===== config.mk =====
export PLATFORM = sky130hd
export DESIGN_NAME = tl_a_channel_arbiter
export DESIGN_NICKNAME = d
export VERILOG_FILES = /design/src/rtl/tl_a_channel_arbiter.sv
export SDC_FILE = /design/constraint.sdc
export NUM_CORES = 1
export LEC_CHECK = 0
export CAP_MARGIN = 20
export CORE_AREA = 2 2 239 241
export DETAILED_ROUTE_END_ITERATION = 12
export DIE_AREA = 0 0 241 243
export SLEW_MARGIN = 5
export SYNTH_ARGS = -nofsm -noshare
export SYNTH_HDL_FRONTEND = slang
export SYNTH_SLANG_ARGS = --single-unit

===== constraint.sdc =====
create_clock -name clock -period 8.25 [get_ports clock]
set_input_delay 1.65 -clock clock [delete_from_list [all_inputs] [get_ports clock]]
set_output_delay 1.65 -clock clock [all_outputs]
set_load 0.01 [all_outputs]

===== src/rtl/tl_a_channel_arbiter.sv =====
// Two-requester round-robin arbiter for a 64-bit TileLink-UL A channel.
// Bursts are locked to one requester; D responses are routed by source bit 3.
module tl_a_channel_arbiter #(
  parameter int BEAT_BYTES = 8,
  parameter int MAX_SIZE   = 6
) (
  input  logic        clock,
  input  logic        reset,
  input  logic        in0_a_valid,
  output logic        in0_a_ready,
  input  logic [2:0]  in0_a_opcode,
  input  logic [2:0]  in0_a_param,
  input  logic [3:0]  in0_a_size,
  input  logic [2:0]  in0_a_source,
  input  logic [31:0] in0_a_address,
  input  logic [7:0]  in0_a_mask,
  input  logic [63:0] in0_a_data,
  input  logic        in0_a_corrupt,
  input  logic        in1_a_valid,
  output logic        in1_a_ready,
  input  logic [2:0]  in1_a_opcode,
  input  logic [2:0]  in1_a_param,
  input  logic [3:0]  in1_a_size,
  input  logic [2:0]  in1_a_source,
  input  logic [31:0] in1_a_address,
  input  logic [7:0]  in1_a_mask,
  input  logic [63:0] in1_a_data,
  input  logic        in1_a_corrupt,
  output logic        out_a_valid,
  input  logic        out_a_ready,
  output logic [2:0]  out_a_opcode,
  output logic [2:0]  out_a_param,
  output logic [3:0]  out_a_size,
  output logic [3:0]  out_a_source,
  output logic [31:0] out_a_address,
  output logic [7:0]  out_a_mask,
  output logic [63:0] out_a_data,
  output logic        out_a_corrupt,
  input  logic        out_d_valid,
  output logic        out_d_ready,
  input  logic [2:0]  out_d_opcode,
  input  logic [1:0]  out_d_param,
  input  logic [3:0]  out_d_size,
  input  logic [3:0]  out_d_source,
  input  logic [2:0]  out_d_sink,
  input  logic        out_d_denied,
  input  logic [63:0] out_d_data,
  input  logic        out_d_corrupt,
  output logic        in0_d_valid,
  input  logic        in0_d_ready,
  output logic [2:0]  in0_d_opcode,
  output logic [1:0]  in0_d_param,
  output logic [3:0]  in0_d_size,
  output logic [2:0]  in0_d_source,
  output logic [2:0]  in0_d_sink,
  output logic        in0_d_denied,
  output logic [63:0] in0_d_data,
  output logic        in0_d_corrupt,
  output logic        in1_d_valid,
  input  logic        in1_d_ready,
  output logic [2:0]  in1_d_opcode,
  output logic [1:0]  in1_d_param,
  output logic [3:0]  in1_d_size,
  output logic [2:0]  in1_d_source,
  output logic [2:0]  in1_d_sink,
  output logic        in1_d_denied,
  output logic [63:0] in1_d_data,
  output logic        in1_d_corrupt
);

  localparam int LG_BEAT   = $clog2(BEAT_BYTES);
  localparam int MAX_BEATS = (1 << MAX_SIZE) / BEAT_BYTES;

  typedef enum logic {IDLE, LOCKED} state_e;

  state_e     state_q, state_d;
  logic       grant_q, grant_d;
  logic       rr_ptr_q, rr_ptr_d;
  logic [2:0] beats_left_q, beats_left_d;

  logic       sel;
  logic       fire;
  logic [3:0] beats;

  function automatic logic [3:0] beat_count(
    input logic [2:0] op,
    input logic [3:0] size
  );
    logic [3:0] n;
    if (op[2])
      n = 4'd1;
    else if (size > 4'(MAX_SIZE))
      n = 4'(MAX_BEATS);
    else if (size <= 4'(LG_BEAT))
      n = 4'd1;
    else
      n = 4'(1 << (size - 4'(LG_BEAT)));
    return n;
  endfunction

  always_ff @(posedge clock) begin
    if (!reset) begin
      state_q      <= IDLE;
      grant_q      <= 1'b0;
      rr_ptr_q     <= 1'b0;
      beats_left_q <= 3'd0;
    end else begin
      state_q      <= state_d;
      grant_q      <= grant_d;
      rr_ptr_q     <= rr_ptr_d;
      beats_left_q <= beats_left_d;
    end
  end

  // beats_left holds (beats still owed - 1) while LOCKED, so 8 fits in 3 bits
  always_comb begin
    state_d      = state_q;
    grant_d      = grant_q;
    rr_ptr_d     = rr_ptr_q;
    beats_left_d = beats_left_q;
    unique case (state_q)
      IDLE: begin
        if (fire) begin
          if (beats == 4'd1) begin
            rr_ptr_d = ~sel;
          end else begin
            state_d      = LOCKED;
            grant_d      = sel;
            beats_left_d = 3'(beats - 4'd2);
          end
        end else if (out_a_valid) begin
          state_d      = LOCKED;
          grant_d      = sel;
          beats_left_d = 3'(beats - 4'd1);
        end
      end
      LOCKED: begin
        if (fire) begin
          if (beats_left_q == 3'd0) begin
            state_d  = IDLE;
            rr_ptr_d = ~grant_q;
          end else begin
            beats_left_d = beats_left_q - 3'd1;
          end
        end
      end
      default: state_d = IDLE;
    endcase
  end

  always_comb begin
    if (state_q == LOCKED)
      sel = grant_q;
    else if (rr_ptr_q ? in1_a_valid : in0_a_valid)
      sel = rr_ptr_q;
    else if (rr_ptr_q ? in0_a_valid : in1_a_valid)
      sel = ~rr_ptr_q;
    else
      sel = rr_ptr_q;

    out_a_valid   = sel ? in1_a_valid   : in0_a_valid;
    out_a_opcode  = sel ? in1_a_opcode  : in0_a_opcode;
    out_a_param   = sel ? in1_a_param   : in0_a_param;
    out_a_size    = sel ? in1_a_size    : in0_a_size;
    out_a_address = sel ? in1_a_address : in0_a_address;
    out_a_mask    = sel ? in1_a_mask    : in0_a_mask;
    out_a_data    = sel ? in1_a_data    : in0_a_data;
    out_a_corrupt = sel ? in1_a_corrupt : in0_a_corrupt;
    out_a_source  = {sel, sel ? in1_a_source : in0_a_source};

    fire        = out_a_valid & out_a_ready;
    beats       = beat_count(out_a_opcode, out_a_size);
    in0_a_ready = fire & ~sel;
    in1_a_ready = fire & sel;

    in0_d_valid   = out_d_valid & ~out_d_source[3];
    in1_d_valid   = out_d_valid & out_d_source[3];
    out_d_ready   = out_d_source[3] ? in1_d_ready : in0_d_ready;
    in0_d_opcode  = out_d_opcode;
    in0_d_param   = out_d_param;
    in0_d_size    = out_d_size;
    in0_d_source  = out_d_source[2:0];
    in0_d_sink    = out_d_sink;
    in0_d_denied  = out_d_denied;
    in0_d_data    = out_d_data;
    in0_d_corrupt = out_d_corrupt;
    in1_d_opcode  = out_d_opcode;
    in1_d_param   = out_d_param;
    in1_d_size    = out_d_size;
    in1_d_source  = out_d_source[2:0];
    in1_d_sink    = out_d_sink;
    in1_d_denied  = out_d_denied;
    in1_d_data    = out_d_data;
    in1_d_corrupt = out_d_corrupt;
  end

endmodule


== Yosys cells after proc, flatten, opt, wreduce, memory -nomap -nowiden ==
Index checks and enable logic that the tools add are counted.

* Output and inout bits: 287
* Latch bits: 0
* Memories kept: 0
* Bits in writable memories: 0
* Input bits: 326
* Word-level logic and storage cells: 73
* Flip-flop bits (word level): 6
* Memory bits (read-only): 0

* Add/sub/neg operators: 4
* Reduce and logical (&&, ||, !) cells: 5
* Multipliers: 0
* Divide/modulo/power cells: 0
* Equal/unequal tests: 9
* Order comparisons: 2
* Multiplexer cells: 38
* Shifts and indexed selects: 1
* Bitwise gates (word level): 10

{| class="wikitable"
|+ Operator list
! cell !! count
|-
| $mux 64 || 1
|-
| $mux 32 || 1
|-
| $mux 3 || 8
|-
| $mux 1 || 20
|-
| $mux 4 || 4
|-
| $mux 8 || 1
|-
| $ne 2x2->1 const B || 4
|-
| $reduce_and 4->1 || 2
|-
| $ne 3x3->1 const B || 2
|-
| $pmux 3 s2 || 1
|-
| $sub 3x1->3 const B || 2
|-
| $and 1x1->1 || 5
|-
| $not 1->1 || 5
|-
| $eq 4x1->1 const B || 1
|-
| $gt 4x3->1 const B || 1
|-
| $le 4x2->1 const B || 1
|-
| $ne 2x1->1 const B || 2
|-
| $pmux 1 s2 || 2
|-
| $shl 1x4->4 const A || 1
|-
| $sub 4x2->4 const B || 1
|-
| $logic_not 3->1 || 1
|-
| $reduce_and 3->1 || 1
|-
| $sub 3x2->3 const B || 1
|-
| $reduce_bool 2->1 || 1
|}

== Logic depth before layout (Yosys ltp) ==
* Depth in word-level cells: 14
* Depth in mapped cells: 21
* Mapped depth without buffers: 19

== Worst setup path after synthesis ==
OpenSTA, ideal clock, no wires.

* Path kind: input -> register
* Start: input port in1_a_valid
* End: register beats_left_q[1]
* Cell stages on the path: 20
* Setup time: 86 ps
* Setup slack: 3134 ps
* Path buffers: 2
* Data arrival time: 5030 ps
* Required time: 8164 ps
* Path through: nand2b_1 a211o_4 nand2_4 clkbuf_1 clkbuf_1 nand2_1 nand2_1 ha_1 inv_1 a31oi_1 a21oi_1 a211oi_2 o211ai_2 o221ai_2 ha_1 nand2_1 o211a_2 a31oi_2 nor2_1 a211oi_1

* Word-level cells in the longest chain between the ends: 14
* Elaborated cells between the ends (all ways): 27
* Those cells by class: add/sub (3); order compare (2); eq/ne (4); shift (1); mux (15); bitwise (1); reduce/logical (1)

{| class="wikitable"
|+ Ends and longest elaborated chain
! item !! RTL line !! RTL
|-
| start, declared || 19 || <nowiki>input logic in1_a_valid,</nowiki>
|-
| $mux 1 (2 in a row) || 156 || <nowiki>else if (rr_ptr_q ? in0_a_valid : in1_a_valid)</nowiki>
|-
| $mux 1 (*) || 154 || <nowiki>else if (rr_ptr_q ? in1_a_valid : in0_a_valid)</nowiki>
|-
| $mux 1 (*) || 152 || <nowiki>if (state_q == LOCKED)</nowiki>
|-
| $mux 4 (*) || 164 || <nowiki>out_a_size = sel ? in1_a_size : in0_a_size;</nowiki>
|-
| net out_a_size[1] || 33 || <nowiki>output logic [3:0] out_a_size,</nowiki>
|-
| $sub 4x2->4 || 97 || <nowiki>n = 4'(1 << (size - 4'(LG_BEAT)));</nowiki>
|-
| $shl 1x4->4 || 97 ||
|-
| $mux 4 || 94 || <nowiki>else if (size <= 4'(LG_BEAT))</nowiki>
|-
| $mux 4 (*) || 92 || <nowiki>else if (size > 4'(MAX_SIZE))</nowiki>
|-
| $mux 4 (*) || 90 || <nowiki>if (op[2])</nowiki>
|-
| $sub 3x1->3 or $sub 3x2->3 (tied branches) || 134, 129 ||
|-
| $mux 3, on equally long branches || 131, 124 ||
|-
| $mux 3 || 123 || <nowiki>if (fire) begin</nowiki>
|-
| $pmux 3 s2 || 121 || <nowiki>unique case (state_q)</nowiki>
|-
| end signal, assigned || 111 || <nowiki>beats_left_q <= beats_left_d;</nowiki>
|-
| end, declared || 79 || <nowiki>logic [2:0] beats_left_q, beats_left_d;</nowiki>
|}

Mark *: on every way through the listed nets, which the timed path passes. The rest lies on a longest branch. The select of a mux whose other input is x is not followed.
A chain may end at the register's enable or synchronous reset.

== Worst setup path in the final report ==
* Start: input port in1_a_valid
* End: output port out_a_data[9]

* Word-level cells in the longest chain between the ends: 5
* Elaborated cells between the ends (all ways): 6
* Those cells by class: mux (6)

{| class="wikitable"
|+ Ends and longest elaborated chain
! item !! RTL line !! RTL
|-
| $mux 1 (2 in a row) || 156 ||
|-
| $mux 1 (*) || 154 ||
|-
| $mux 1 (*) || 152 ||
|-
| $mux 64 (*) || 167 || <nowiki>out_a_data = sel ? in1_a_data : in0_a_data;</nowiki>
|-
| end, declared || 37 || <nowiki>output logic [63:0] out_a_data,</nowiki>
|}

Mark *: on every way between the ends. The rest lies on a longest branch, timed or not.

==> results by group <==
Outcome
  • Outcome: completed

Global route
  • Remaining Overflow, GRT: 0
  • Maximum number of pins on one net before global-route repair: 70
  • GRT Overall Usage: 7.334%
  • Antenna violations before repair: 3
  • Vias in the first global route: 4,584
  • First-pass GRT wire length: slightly above 30 mm

Power and ir drop
  • Net Sw Frac: 47.82%
  • Sequential power share: about 3.6%
  • P_sw: 671.6 uW
  • Internal power: approximately 730 uW
  • Gate power share: 90.6%
  • Clock Power Share: between 5 and 6%
  • Peak supply drop: 0.00009640 V
  • Pwr dens: 202.9 nW/um^2
  • LEAKAGE: 2.845 nW

Flow run
  • Maxcap violations: 0

STA
  • Period utilization: ~77%
  • Setup TNS: 0 ps
  • # setup viols final: 0
  • RSZ-0062 raised after global routing: no
  • Clock Skew: 0.2451 ps
  • Hold WS: 472.4 ps
  • Worst Tran Pin Value: 560.0 ps
  • Final Hold Viols: 0
  • Fin crit period: 6340 ps
  • Slew headroom: a little over three fifths
  • Setup WS post-layout: 1910 ps
  • Fin. max-slew vios: 0
  • Max Clk Rate: between 150 and 200 MHz

Drt
  • Initial DRC count: approximately 170
  • First-pass DRT Iterations: 6
  • Total number of vias: roughly 4,600
  • Drc violations: 0
  • Vias per cell: 2.870
  • Final wirelength: 22.90 mm
  • Routed WL per cell: about 14 microns
  • ANT nets after route: 0

Synth
  • Synth top area cells: nand2_1, buf_4, dfxtp_1
  • Synth Instances: 647
  • Flops & latches, synth: 6
  • Top cell type's share of synthesized area: between 30% and 40%
  • Synth area leader: nand2_1
  • Unique masters post-synth: 47
  • Syn. warnings: 0
  • Mapped Avg Cell Area: between 5 and 6 sq um
  • Ys async rst share: 0%
  • Ys flop type: dfxtp_1
  • Number of flops mapped to enable cells by yosys: 0
  • Mapped cell area: roughly 3500 sq um
  • Sequential fraction of the synthesis area: under 10%
  • Mapped Nets: 979

Die
  • Die H: around 240 microns
  • Top-Level Pins: 613
  • Die Area: 58,560 sq um
  • Cell row count: 87
  • Area of the core: 55,950 sq um
  • Die W: 241 microns
  • Initial Utilization: under 10%

CTS
  • Post-CTS Hold Buffers: 0
  • CTS max path bufs: 2
  • H-tree levels: 1
  • Root Buffer: clkbuf_16
  • Setup Buffers After CTS: 0
  • Total CTS buffers: 3
  • Clk_lat worst skew: 230 ps
  • TritonCTS clock tree: yes
  • PostCTS Resize Cnt: 0
  • Clk slew on worst S/H paths: 30 ps
  • Clock sinks: 6

Critical path
  • Worst EP arrival: between 4000 and 5000 ps
  • Critical R2R Launch: state_q$_SDFF_PN0_
  • Critical Path Fanout Max: 69
  • Crit path largest cell delay: 710 ps
  • CP Cell Sequence: clkdlybuf4s50_1 -> nor2b_2 -> a211o_4 -> nand2_4 -> inv_4 -> buf_12 -> nand2_1 -> nand2_1 -> clkdlybuf4s50_1
  • Top Family by Delay on Critical Path: buffers and inverters
  • Crit path launch type: input port
  • Worst setup EP type: output pin
  • Worst path bufs/invs: 4
  • CP max stage cell: clkdlybuf4s50_1
  • Critical path type: input port to output pin
  • Worst setup path startpoint: in1_a_valid
  • Critical Path RT: 6600 ps

Hold path
  • HP Start: beats_left_q[0]$_SDFFE_PN0P_
  • Worst Hold Class: flop to flop

Layout
  • Share of layout cells above drive strength 1: 2.641%
  • Area Overhead vs Synth: 99.46%
  • Final std cell area, no fill: 6920 sq um
  • Layout Utilization: between 10% and 20%
  • Nets@finish: between 1,000 and 1,500

Placed design
  • Post-place setup slack: between 1500 and 2000 ps
  • IO Port Bufs: about 370
  • Dpl hpwl: 20.09 mm
  • Placer Congestion: slightly below 0.8
  • DP Area: 6838 sq um
[area by class of cell]
type	count	area, sq um
fillers	6545	49030
repair buffers	373	3749
multi-input cells	439	1976
well taps	756	945.9
clock buffers	3	75.07
diodes	3	7.507
inverters	12	47.55
flip-flops and latches	6	120.1
[cell families (layout without fill, tap and decap cells)]
family	after synthesis	count (layout)	synth area share (%)
and+or+nand+nor	384	384	43.06
buffers and inverters	202	388	39.60
AOI/OAI and AO/OA	42	42	9.268
adders and majority gates	6	6	2.164
DFF	6	6	3.462
muxes	5	5	1.947
xor gates and xnor gates	2	2	0.5050
other	0	3	0
[flip-flops by register name, summed over array words and instances, names as in the netlist]
signal,count
beats_left_q,3
grant_q,1
state_q,1
rr_ptr_q,1
[worst register-to-register path, stage by stage, from the launching register on]
cell	delay (ps)
dfxtp_1	610
nand2b_1	320
nand2_4	440
buf_12	310
nand2_1	130
nand2_1	120
ha_1	150
inv_1	50
a31oi_1	200
a21oi_1	80
a211oi_2	270
o211ai_2	210
o221ai_2	280
ha_1	200
nand2_1	70
o211a_2	270
a31oi_2	260
nor2_1	90
a211oi_1	200
[power groups by stage]
stage / registers, mW / clock network (mW) / logic [mW]
2_1_floorplan: 0.0461 / 0 / 0.660
3_3_place_gp: 0.0516 / 0 / 1.29
3_5_place_dp: 0.0517 / 0 / 1.29
4_1_cts: 0.0512 / 0.0812 / 1.30
5_1_grt: 0.0536 / 0.0840 / 1.40
6_report: 0.0512 / 0.0802 / 1.27
[placed cells by master (no fill, tap or decap), types with 2 or more instances in the layout]
cell | Yosys | layout
clkdlybuf4s50_1 | 0 | 369
nand2_1 | 353 | 353
inv_1 | 11 | 11
nor2_1 | 10 | 10
o21ai_0 | 8 | 8
a21oi_1 | 8 | 8
ha_1 | 6 | 6
dfxtp_1 | 6 | 6
nor3_1 | 4 | 4
diode_2 | 0 | 3
o21ai_1 | 3 | 3
nand3_1 | 3 | 3
and3_1 | 3 | 3
nor2b_1 | 3 | 3
clkbuf_16 | 0 | 3
nand2b_1 | 2 | 2
a211oi_2 | 2 | 2
and2_1 | 2 | 2
a31oi_1 | 2 | 2
mux2i_1 | 2 | 2
o211ai_1 | 2 | 2
a21o_1 | 2 | 2
o32ai_1 | 2 | 2
buf_12 | 0 | 2
buf_4 | 163 | 2
[worst paths after layout]
path | end | slack, ps | cells past startpoint
max | out_a_data[9] | 1910 | 9
min | beats_left_q[0]$_SDFFE_PN0P_ | 470 | 2
max reg2reg | beats_left_q[1]$_SDFFE_PN0P_ | 3920 | 18
min reg2reg | beats_left_q[0]$_SDFFE_PN0P_ | 470 | 2
[cell usage after synthesis (2+ instances only)]
library cell	n
o21ai_1	3
clkbuf_1	23
a21oi_1	8
a21o_1	2
o21ai_0	8
buf_4	163
buf_1	3
mux2i_1	2
nor3_1	4
nor2_1	10
dfxtp_1	6
and2_1	2
o211ai_1	2
and3_1	3
a31oi_1	2
o32ai_1	2
nor2b_1	3
nand2_1	353
a211oi_2	2
nand2b_1	2
ha_1	6
nand3_1	3
inv_1	11
[per-stage QoR]
stage	cells	total power, mW
2_1_floorplan	647	0.7064
3_3_place_gp	1586	1.346
3_5_place_dp	1586	1.342
4_1_cts	1589	1.430
5_1_grt	1589	1.540
6_report	1592	1.404
[layer usage]
layer	GRT usage, %	part of all wire [%]
met1	7.957	36
met2	10.75	41
met3	4.720	18
met4	3.849	5.1
met5	1.178	0.29
Power figures use the tool's default switching activity.
